File: src/rtl/route_cmd_ctrl_pkg.sv
// Shared opcodes and FSM state type for the multi-stop route command controller.
package route_pkg;

  localparam logic [1:0] OP_STOP   = 2'b00;
  localparam logic [1:0] OP_GO     = 2'b01;
  localparam logic [1:0] OP_APPEND = 2'b10;
  localparam logic [1:0] OP_RSVD   = 2'b11;

  typedef enum logic {
    IDLE = 1'b0,
    RUN  = 1'b1
  } route_state_t;

endpackage

File: src/rtl/route_cmd_ctrl_dest_fifo.sv
// Destination FIFO with flush, simultaneous push/pop and a registered head.
module dest_fifo #(
  parameter int W     = 6,
  parameter int DEPTH = 4
) (
  input  logic                       clk,
  input  logic                       rst,
  input  logic                       flush,
  input  logic                       push,
  input  logic                       pop,
  input  logic [W-1:0]               din,
  output logic [W-1:0]               head,
  output logic [$clog2(DEPTH+1)-1:0] count,
  output logic                       full,
  output logic                       empty
);
  import route_pkg::*;

  localparam int PW = $clog2(DEPTH);
  localparam int CW = $clog2(DEPTH+1);
  localparam logic [CW-1:0] CNT_MAX  = CW'(DEPTH);
  localparam logic [CW-1:0] CNT_ZERO = {CW{1'b0}};
  localparam logic [CW-1:0] CNT_ONE  = CW'(1'b1);
  localparam logic [PW-1:0] PTR_ZERO = {PW{1'b0}};
  localparam logic [PW-1:0] PTR_ONE  = PW'(1'b1);

  logic [W-1:0]  mem_r [DEPTH];
  logic [PW-1:0] rd_ptr_r, wr_ptr_r, rd_ptr_s, wr_ptr_s, wr_addr_s;
  logic [CW-1:0] count_r, count_s;
  logic [W-1:0]  head_r, head_s;
  logic          pop_s, push_s;

  // Next pointers/count; flush with push leaves exactly the new entry.
  always_comb begin
    pop_s     = 1'b0;
    push_s    = 1'b0;
    rd_ptr_s  = rd_ptr_r;
    wr_ptr_s  = wr_ptr_r;
    wr_addr_s = wr_ptr_r;
    count_s   = count_r;
    head_s    = head_r;
    if (flush) begin
      push_s    = push;
      wr_addr_s = PTR_ZERO;
      rd_ptr_s  = PTR_ZERO;
      wr_ptr_s  = push ? PTR_ONE : PTR_ZERO;
      count_s   = push ? CNT_ONE : CNT_ZERO;
    end else begin
      pop_s    = pop && (count_r != CNT_ZERO);
      push_s   = push && ((count_r != CNT_MAX) || pop_s);
      rd_ptr_s = rd_ptr_r + PW'(pop_s);
      wr_ptr_s = wr_ptr_r + PW'(push_s);
      count_s  = count_r + CW'(push_s) - CW'(pop_s);
    end
    // The head is recomputed ahead of the edge so it can be a plain register.
    if (count_s == CNT_ZERO) begin
      head_s = {W{1'b0}};
    end else if (push_s && (wr_addr_s == rd_ptr_s)) begin
      head_s = din;
    end else begin
      head_s = mem_r[rd_ptr_s];
    end
  end

  // Pointer, count and head registers plus storage.
  always_ff @(posedge clk) begin
    if (rst) begin
      rd_ptr_r <= PTR_ZERO;
      wr_ptr_r <= PTR_ZERO;
      count_r  <= CNT_ZERO;
      head_r   <= {W{1'b0}};
      for (int i = 0; i < DEPTH; i++) mem_r[i] <= {W{1'b0}};
    end else begin
      rd_ptr_r <= rd_ptr_s;
      wr_ptr_r <= wr_ptr_s;
      count_r  <= count_s;
      head_r   <= head_s;
      if (push_s) mem_r[wr_addr_s] <= din;
    end
  end

  assign head  = head_r;
  assign count = count_r;
  assign full  = (count_r == CNT_MAX);
  assign empty = (count_r == CNT_ZERO);

endmodule

File: src/rtl/route_cmd_ctrl.sv
// Route command controller: command decode, station match FSM and blocked-path buzzer.
module route_cmd_ctrl
  import route_pkg::*;
#(
  parameter int ID_W     = 6,
  parameter int DEPTH    = 4,
  parameter int BUZZ_DIV = 12500
) (
  input  logic                       clk,
  input  logic                       rst,
  input  logic [ID_W+1:0]            cmd,
  input  logic                       cmd_rdy,
  output logic                       clr_cmd_rdy,
  input  logic [ID_W+1:0]            ID,
  input  logic                       ID_vld,
  output logic                       clr_ID_vld,
  input  logic                       OK2Move,
  output logic                       in_transit,
  output logic                       go,
  output logic                       buzz,
  output logic                       buzz_n,
  output logic                       arrived,
  output logic [$clog2(DEPTH+1)-1:0] route_cnt,
  output logic [ID_W-1:0]            cur_dest,
  output logic                       ovf
);

  localparam int CW = $clog2(DEPTH+1);
  localparam int BW = $clog2(BUZZ_DIV);
  localparam logic [CW-1:0] CNT_ONE   = CW'(1'b1);
  localparam logic [BW-1:0] BUZZ_LAST = BW'(BUZZ_DIV-1);

  route_state_t    state_r, state_s;
  logic [1:0]      op_s;
  logic [ID_W-1:0] dest_s;
  logic            stop_s, start_s, append_s, match_s, pop_s, flush_s, push_s;
  logic            fifo_full_s, fifo_empty_s;
  logic [CW-1:0]   fifo_cnt_s;
  logic [ID_W-1:0] fifo_head_s;
  logic            ovf_r, ovf_s, arrived_r;
  logic            buzz_r, buzz_n_r, buzz_act_s;
  logic [BW-1:0]   buzz_cnt_r;

  assign op_s        = cmd[ID_W+1:ID_W];
  assign dest_s      = cmd[ID_W-1:0];
  assign clr_cmd_rdy = cmd_rdy;
  assign clr_ID_vld  = ID_vld;

  // Command decode, station match, queue control and next state.
  always_comb begin
    stop_s   = 1'b0;
    start_s  = 1'b0;
    append_s = 1'b0;
    if (cmd_rdy) begin
      case (op_s)
        OP_STOP:   stop_s   = 1'b1;
        OP_GO:     start_s  = 1'b1;
        OP_APPEND: append_s = 1'b1;
        OP_RSVD:   stop_s   = 1'b0;
        default:   stop_s   = 1'b0;
      endcase
    end else begin
      stop_s = 1'b0;
    end
    match_s = (state_r == RUN) && ID_vld && !fifo_empty_s &&
              (ID[ID_W+1:ID_W] == 2'b00) && (ID[ID_W-1:0] == fifo_head_s);
    // STOP and GO override a same-cycle arrival.
    pop_s   = match_s && !stop_s && !start_s;
    flush_s = stop_s || start_s;
    push_s  = start_s || append_s;
    if (stop_s) begin
      ovf_s = 1'b0;
    end else if (append_s && fifo_full_s && !pop_s) begin
      ovf_s = 1'b1;
    end else begin
      ovf_s = ovf_r;
    end
    state_s = state_r;
    case (state_r)
      IDLE: begin
        if (start_s || append_s) state_s = RUN;
        else                     state_s = IDLE;
      end
      RUN: begin
        if (stop_s)                                              state_s = IDLE;
        else if (pop_s && !append_s && (fifo_cnt_s == CNT_ONE))  state_s = IDLE;
        else                                                     state_s = RUN;
      end
      default: state_s = IDLE;
    endcase
  end

  dest_fifo #(
    .W     (ID_W),
    .DEPTH (DEPTH)
  ) u_fifo (
    .clk   (clk),
    .rst   (rst),
    .flush (flush_s),
    .push  (push_s),
    .pop   (pop_s),
    .din   (dest_s),
    .head  (fifo_head_s),
    .count (fifo_cnt_s),
    .full  (fifo_full_s),
    .empty (fifo_empty_s)
  );

  // Route FSM, sticky overflow and arrival pulse.
  always_ff @(posedge clk) begin
    if (rst) begin
      state_r   <= IDLE;
      ovf_r     <= 1'b0;
      arrived_r <= 1'b0;
    end else begin
      state_r   <= state_s;
      ovf_r     <= ovf_s;
      arrived_r <= pop_s;
    end
  end

  assign buzz_act_s = (state_r == RUN) && !OK2Move;

  // Piezo drive: starts high on activation, toggles every BUZZ_DIV cycles.
  always_ff @(posedge clk) begin
    if (rst) begin
      buzz_r     <= 1'b0;
      buzz_n_r   <= 1'b0;
      buzz_cnt_r <= {BW{1'b0}};
    end else if (!buzz_act_s) begin
      buzz_r     <= 1'b0;
      buzz_n_r   <= 1'b0;
      buzz_cnt_r <= {BW{1'b0}};
    end else if (!(buzz_r || buzz_n_r)) begin
      buzz_r     <= 1'b1;
      buzz_n_r   <= 1'b0;
      buzz_cnt_r <= {BW{1'b0}};
    end else if (buzz_cnt_r == BUZZ_LAST) begin
      buzz_r     <= ~buzz_r;
      buzz_n_r   <= buzz_r;
      buzz_cnt_r <= {BW{1'b0}};
    end else begin
      buzz_cnt_r <= buzz_cnt_r + BW'(1'b1);
    end
  end

  assign in_transit = (state_r == RUN);
  assign go         = in_transit & OK2Move;
  assign buzz       = buzz_r;
  assign buzz_n     = buzz_n_r;
  assign arrived    = arrived_r;
  assign route_cnt  = fifo_cnt_s;
  assign cur_dest   = fifo_head_s;
  assign ovf        = ovf_r;

endmodule

File: config.mk
export PLATFORM = sky130hd
export DESIGN_NAME = route_cmd_ctrl
export DESIGN_NICKNAME = d
export VERILOG_FILES = /design/src/rtl/route_cmd_ctrl_pkg.sv /design/src/rtl/route_cmd_ctrl_dest_fifo.sv /design/src/rtl/route_cmd_ctrl.sv
export SDC_FILE = /design/constraint.sdc
export NUM_CORES = 1
export LEC_CHECK = 0
export BUFFER_PORTS_ARGS = -buffer_cell sky130_fd_sc_hd__buf_2
export CELL_PAD_IN_SITES_DETAIL_PLACEMENT = 1
export CELL_PAD_IN_SITES_GLOBAL_PLACEMENT = 2
export CORE_ASPECT_RATIO = 1.1
export CORE_UTILIZATION = 32
export DETAILED_ROUTE_END_ITERATION = 10
export GPL_ROUTABILITY_DRIVEN = 0
export HOLD_SLACK_MARGIN = 0.05
export PLACE_DENSITY = 0.79
export SLEW_MARGIN = 20
export SYNTH_ARGS = -nofsm -noshare
export SYNTH_HDL_FRONTEND = slang
export SYNTH_SLANG_ARGS = --single-unit
File: constraint.sdc
create_clock -name clk -period 3.5 [get_ports clk]
set_input_delay 0 -clock clk [delete_from_list [all_inputs] [get_ports clk]]
set_output_delay 0 -clock clk [all_outputs]
set_load 0.02 [all_outputs]
==> flow_metrics.tcl, run 1 <==
set metrics [dict create \
    final_common_cell "buf_2" \
    drive_above_1_share_pct 24.70 \
    required_ps 3740 \
    dp_cells 429 \
    diodes 0 \
    finClkSkew_ps 11.32 \
    nets 362 \
    slowest_stage "or4_4" \
    worst_slew_pin_slew_ps 661.2 \
    synthDistinctLibCells 46 \
    tns_ps 0 \
    htreeDepth 2 \
    finalNonFillerCells 447 \
    fin_crit_ps 3380 \
    fp.dieH_um 99.05 \
    synth_edf_count 24 \
    p_switching_uw 315.3 \
    clk_path_buf_depth 2 \
    drtAntennaViolNets 0 \
    crit_cells 14 \
    critPathBufInv 2 \
    synth-seq-cells 56 \
    p_leak_uw 0.001270 \
    worst-endpoint-arrival_ps 3620 \
    yosysWarnings 0 \
    fillers 967 \
    drv_cap 0 \
    grt_overflow_total 0 \
    yosys-top-cells-area "edfxtp_1 (26%), dfxtp_1 (23%), xnor2_1 (4.2%), nor2_1 (4.0%), nand2_1 (3.7%)" \
    fp.coreArea_um2 8320 \
    ios 38 \
    cp_slowest_stage_delay_ps 520 \
    hold_viol 0 \
    grt_max_degree 20 \
    multiInputGateArea_um2 1351 \
    maxSlewHeadroom_pct 55.73 \
    grt_first_pass_wirelength_um 10900 \
    tritoncts "done" \
    setup.worst_path.end_class "flip-flop" \
    syn_area_per_cell_um2 9.614 \
    routed_wl_um 6406 \
    syn2layout_area_growth_pct 21.28 \
    final_cell_mix "buf_2 (37), dfxtp_1 (29), nor2_1 (28), nand2_1 (27), edfxtp_1 (24)" \
    drc 0 \
    vias 2162 \
    clock_latency_ps 310 \
    p_int_uw 906.8 \
    ir_worst_vdd_mv 0.1379 \
    crit_chain "xor2_1 > or4_4 > or3_4 > inv_4 > ha_4 > inv_2 > ha_4 > fa_2 > xnor2_2 > xnor2_1 > nor3_2 > nor3_2 > or4_1 > o21ai_1" \
    cpLargestDelayFamily "simple AND/OR/NAND/NOR gates" \
    track_usage_pct 15.46 \
    synth_top_area_cell "edfxtp_1" \
    crit_path_start_kind "flip-flop" \
    async_reset_ff_share_pct 0 \
    viasPerCell 4.837 \
    ys_seq_area_share_pct 49.68 \
    portBuffers 37 \
    clockRootBuffer "clkbuf_8" \
    initial_utilization_pct 32.93 \
    syn_inst 285 \
    seq_area_um2 1365 \
    setup_viol 0 \
    p_sw_share_pct 25.80 \
    cts_made_buffers 5 \
    combinationalPowerShare_pct 12.2 \
    post-route-period-util_pct 96.56 \
    power_frac_seq_pct 58.8 \
    yosysTopAreaCellShare_pct 26.30 \
    grt_pass1_vias 2249 \
    die_w_um 90.23 \
    dieArea_um2 8937 \
    antenna_found_initial 0 \
    hold_ws_ps 80.48 \
    slew_violations 0 \
    cellPowerDensity_nw_per_um2 367.7 \
    rr_worst_depth 14 \
    hold_depth 2 \
    wl_per_cell_um 14.33 \
    syn_nets 312 \
    outcome "complete, no violations" \
    drtIter0Drc 63 \
    crit_path_max_fanout 3 \
    syn_area_um2 2740 \
    clk_pin_slew_ps 100 \
    first_pass_iters 4 \
    fmax_mhz 295.9 \
    fin_util_pct 39.94 \
    path_class "reg -> reg" \
    synthFlopType "dfxtp_1" \
    rows 35 \
    hpwl_um 4807 \
    cts.sinks 56 \
    clkPwrFrac_pct 29.0 \
    worstHoldPathType "in -> reg" \
]
flip-flops by register name, indices dropped and copies added (netlist names), 2 cells and up:
signal           flops
buzz_cnt_r          14
u_fifo.wr_ptr_r      2
u_fifo.mem_r        24
u_fifo.count         3
u_fifo.rd_ptr_r      2
u_fifo.head          6
cell usage after synthesis, drive strengths merged, types with 4 or more instances:
| cell type | n |
|---|---|
| a21oi | 12 |
| and2 | 17 |
| and3 | 7 |
| clkbuf | 9 |
| dfxtp | 32 |
| edfxtp | 24 |
| ha | 5 |
| inv | 10 |
| mux2i | 4 |
| nand2 | 27 |
| nand3 | 13 |
| nand4 | 5 |
| nor2 | 30 |
| nor3 | 9 |
| o21ai | 12 |
| o22ai | 5 |
| or2 | 4 |
| or3 | 4 |
| or4 | 4 |
| xnor2 | 13 |
| xor2 | 10 |
through the flow:
stage	setup slack (ps)	total power (uW)	area [um2]
final	120.4	1222	3323
after floorplan	50.60	816.9	2740
after global routing	-59.11	1282	3323
after global placement	147.2	864.3	3064
after CTS	30.27	1232	3232
after detailed placement	59.26	867.4	3064
power groups by stage:
stage / combinational [uW] / clock, uW / sequential (uW)
3_3_place_gp: 132 / 0 / 732
6_report: 149 / 355 / 718
4_1_cts: 142 / 373 / 718
5_1_grt: 168 / 392 / 722
3_5_place_dp: 134 / 0 / 733
2_1_floorplan: 76.8 / 0 / 740
cells by family (layout without fill, tap and decap cells):
logic type                 Yosys count  count (layout)  share of synthesized area (%)
buffers and inverters               22              73                          3.562
xor gates and xnor gates            23              23                          7.351
DFF                                 56              56                          49.68
and+or+nand+nor                    132             132                          25.07
adders and majority gates            6               6                          3.014
AOI/OAI and AO/OA                   41              41                          9.452
muxes                                5               5                          1.872
worst reg2reg max path: stages (launching register included):
cell and delay [ps]:
dfxtp_2 330, xor2_1 140, or4_4 520, or3_4 370, inv_4 80, ha_4 120, inv_2 40, ha_4 150
fa_2 370, xnor2_2 140, xnor2_1 130, nor3_2 260, nor3_2 70, or4_1 520, o21ai_1 90
routing by layer:
layer	routed length, um	GRT usage [%]	share of wire [%]
met4	71	4.094	1.1
met5	0	0	0
met2	3306	28.19	52
met1	2884	18.80	45
met3	144	2.623	2.2
worst paths after layout:
path	to	slack (ps)	start
setup / recovery	u_fifo.head[4]	120	u_fifo.head[4]
hold / removal	in_transit	80	rst
setup reg to reg	u_fifo.head[4]	120	u_fifo.head[4]
hold reg to reg	buzz_cnt_r[0]	470	buzz_cnt_r[0]
layout make-up:
class | count | area share [%]
well taps | 111 | 4.179
multi-input cells | 207 | 40.66
clock inverters | 3 | 0.5648
flip-flops and latches | 56 | 41.08
inverters | 10 | 1.205
clock buffers | 5 | 2.071
repair buffers | 55 | 10.24
timing repair:
| action | in CTS | in global routing |
|---|---|---|
| hold buffers | 8 | 0 |
| setup buffers | 0 | 1 |
| setup endpoints to repair | 0 | 6 |
| resized for setup | 0 | 18 |
| endpoints found under the hold margin | 18 | 0 |
No activity file was read; power rests on OpenSTA's default activity.
==> run 2, diff against run 1 <==
--- a/config.mk
+++ b/config.mk
@@ -13,7 +13,7 @@
 export DETAILED_ROUTE_END_ITERATION = 10
 export GPL_ROUTABILITY_DRIVEN = 0
 export HOLD_SLACK_MARGIN = 0.05
-export PLACE_DENSITY = 0.79
+export PLACE_DENSITY = 0.76
 export SLEW_MARGIN = 20
 export SYNTH_ARGS = -nofsm -noshare
 export SYNTH_HDL_FRONTEND = slang
==> run 2 against run 1 <==
Sequential share of layout area shrank 0.053 points. Total power grew 6.8%. First-iteration DRC count grew 14%. Via count grew 0.56%. Fmax shrank 0.25%. Utilization is essentially flat. Global-route usage shrank 0.37 points. Non-clock buffer count shrank 1. Combinational power is essentially flat. Critical path depth is the same. Register-to-register slack is essentially flat.
==> flow_metrics.tcl, run 2 (synthesized netlist as in run 1, its figures left out) <==
set metrics [dict create \
    outcome "complete, no violations" \
    viasPerCell 4.864 \
    cpLargestDelayFamily "simple AND/OR/NAND/NOR gates" \
    largest_reg_flops 24 \
    required_ps 3760 \
    finClkSkew_ps 11.61 \
    regMostFlops "u_fifo.mem_r" \
    clk_pin_slew_ps 110 \
    drtAntennaViolNets 0 \
    place_area_um2 3057 \
    crit_chain "xor2_1 > or4_4 > or3_4 > inv_2 > ha_1 > inv_1 > ha_2 > fa_2 > xnor2_2 > xnor2_2 > nor3_2 > nor3_2 > or4_1 > o21ai_1" \
    power_frac_seq_pct 55.0 \
    p_switching_uw 323.6 \
    design_area_um2 3324 \
    drv_cap 0 \
    p_int_uw 981.5 \
    total_power_uw 1305 \
    critPathBufInv 2 \
    clock_latency_ps 320 \
    drive_above_1_share_pct 23.81 \
    hold_viol 0 \
    fin_crit_ps 3388 \
    dp_slack_ps 54.29 \
    path_class "reg -> reg" \
    dieArea_um2 8937 \
    ir_worst_vdd_mv 0.1585 \
    grt_overflow_total 0 \
    first_pass_iters 4 \
    worst_slew_pin_slew_ps 713.9 \
    drc 0 \
    fmax_mhz 295.1 \
    htreeDepth 2 \
    fp.coreArea_um2 8320 \
    grt_max_degree 20 \
    hold_ws_ps 95.64 \
    crit_path_start_kind "flip-flop" \
    cellPowerDensity_nw_per_um2 392.6 \
    layout_setup_ws_ps 111.9 \
    portBuffers 37 \
    post-route-period-util_pct 96.80 \
    rows 35 \
    drtIter0Drc 72 \
    diodes 0 \
    cp_slowest_stage_delay_ps 520 \
    ios 38 \
    setup_viol 0 \
    hpwl_um 4773 \
    final_cell_mix "buf_2 (37), dfxtp_1 (30), nor2_1 (28), nand2_1 (27), edfxtp_1 (24)" \
    initial_utilization_pct 32.93 \
    clockRootBuffer "clkbuf_8" \
    p_leak_uw 0.001286 \
    fillers 994 \
    slew_violations 0 \
    track_usage_pct 15.09 \
    syn2layout_area_growth_pct 21.32 \
    wl_per_cell_um 14.63 \
    worst-endpoint-arrival_ps 3650 \
    p_sw_share_pct 24.80 \
    combinationalPowerShare_pct 11.6 \
    die_w_um 90.23 \
    cts.sinks 56 \
    fin_util_pct 39.95 \
    cts_made_buffers 5 \
    nets 362 \
    crit_path_max_fanout 3 \
    fp.dieH_um 99.05 \
    clk_path_buf_depth 2 \
    routed_wl_um 6541 \
    final_common_cell "buf_2" \
    clkPwrFrac_pct 33.3 \
    worstHoldPathType "in -> reg" \
    grt_first_pass_wirelength_um 10590 \
    tritoncts "done" \
    setup.worst_path.end_class "flip-flop" \
    antenna_found_initial 0 \
    slowest_stage "or4_4" \
    vias 2174 \
    grt_pass1_vias 2227 \
    maxSlewHeadroom_pct 51.90 \
]
-- run 2: layout make-up --
class / count / area [um2] / share of cell area, %
Clock buffer: 5 / 68.82 / 2.070
Clock inverter: 3 / 41.29 / 1.242
Inverter: 10 / 37.54 / 1.129
Multi-Input combinational cell: 208 / 1341 / 40.35
Sequential cell: 56 / 1364 / 41.02
Tap cell: 111 / 138.9 / 4.178
Timing Repair Buffer: 54 / 332.8 / 10.01
-- run 2: worst paths after layout --
path / slack, ps / cells past startpoint / startpoint / to
min reg2reg: 470 / 1 / buzz_cnt_r[0] / buzz_cnt_r[0]
max reg2reg: 110 / 14 / u_fifo.head[4] / u_fifo.head[4]
max: 110 / 14 / u_fifo.head[4] / u_fifo.head[4]
min: 100 / 2 / rst / in_transit
-- run 2: timing repair --
| item | CTS | global route |
|---|---|---|
| buffers inserted | 0 | 1 |
| resized for setup | 0 | 14 |
| endpoints found under the setup margin | 0 | 6 |
| endpoints found under the hold margin | 19 | 0 |
| hold buffers | 8 | 0 |
-- run 2: per-layer routing --
layer	up-vias	track usage [%]	share of wire [%]
li1	1091	-	-
met1	1042	18.53	47
met2	30	26.25	49
met3	11	2.701	2.4
met4	0	5.955	1.7
met5	-	0	0
-- run 2: stage by stage --
step,instances,TNS (ps)
after floorplan,285,0
after global placement,428,0
after detailed placement,428,0
after CTS,444,0
after global routing,447,-42.15
final,447,0
-- run 2: power by group through the flow --
stage	Clock, uW	Sequential (uW)	Combinational (uW)
floorplan	0	740	76.8
global placement	0	732	131
detailed placement	0	733	133
CTS	447	718	141
global route	471	721	167
finish	435	718	152
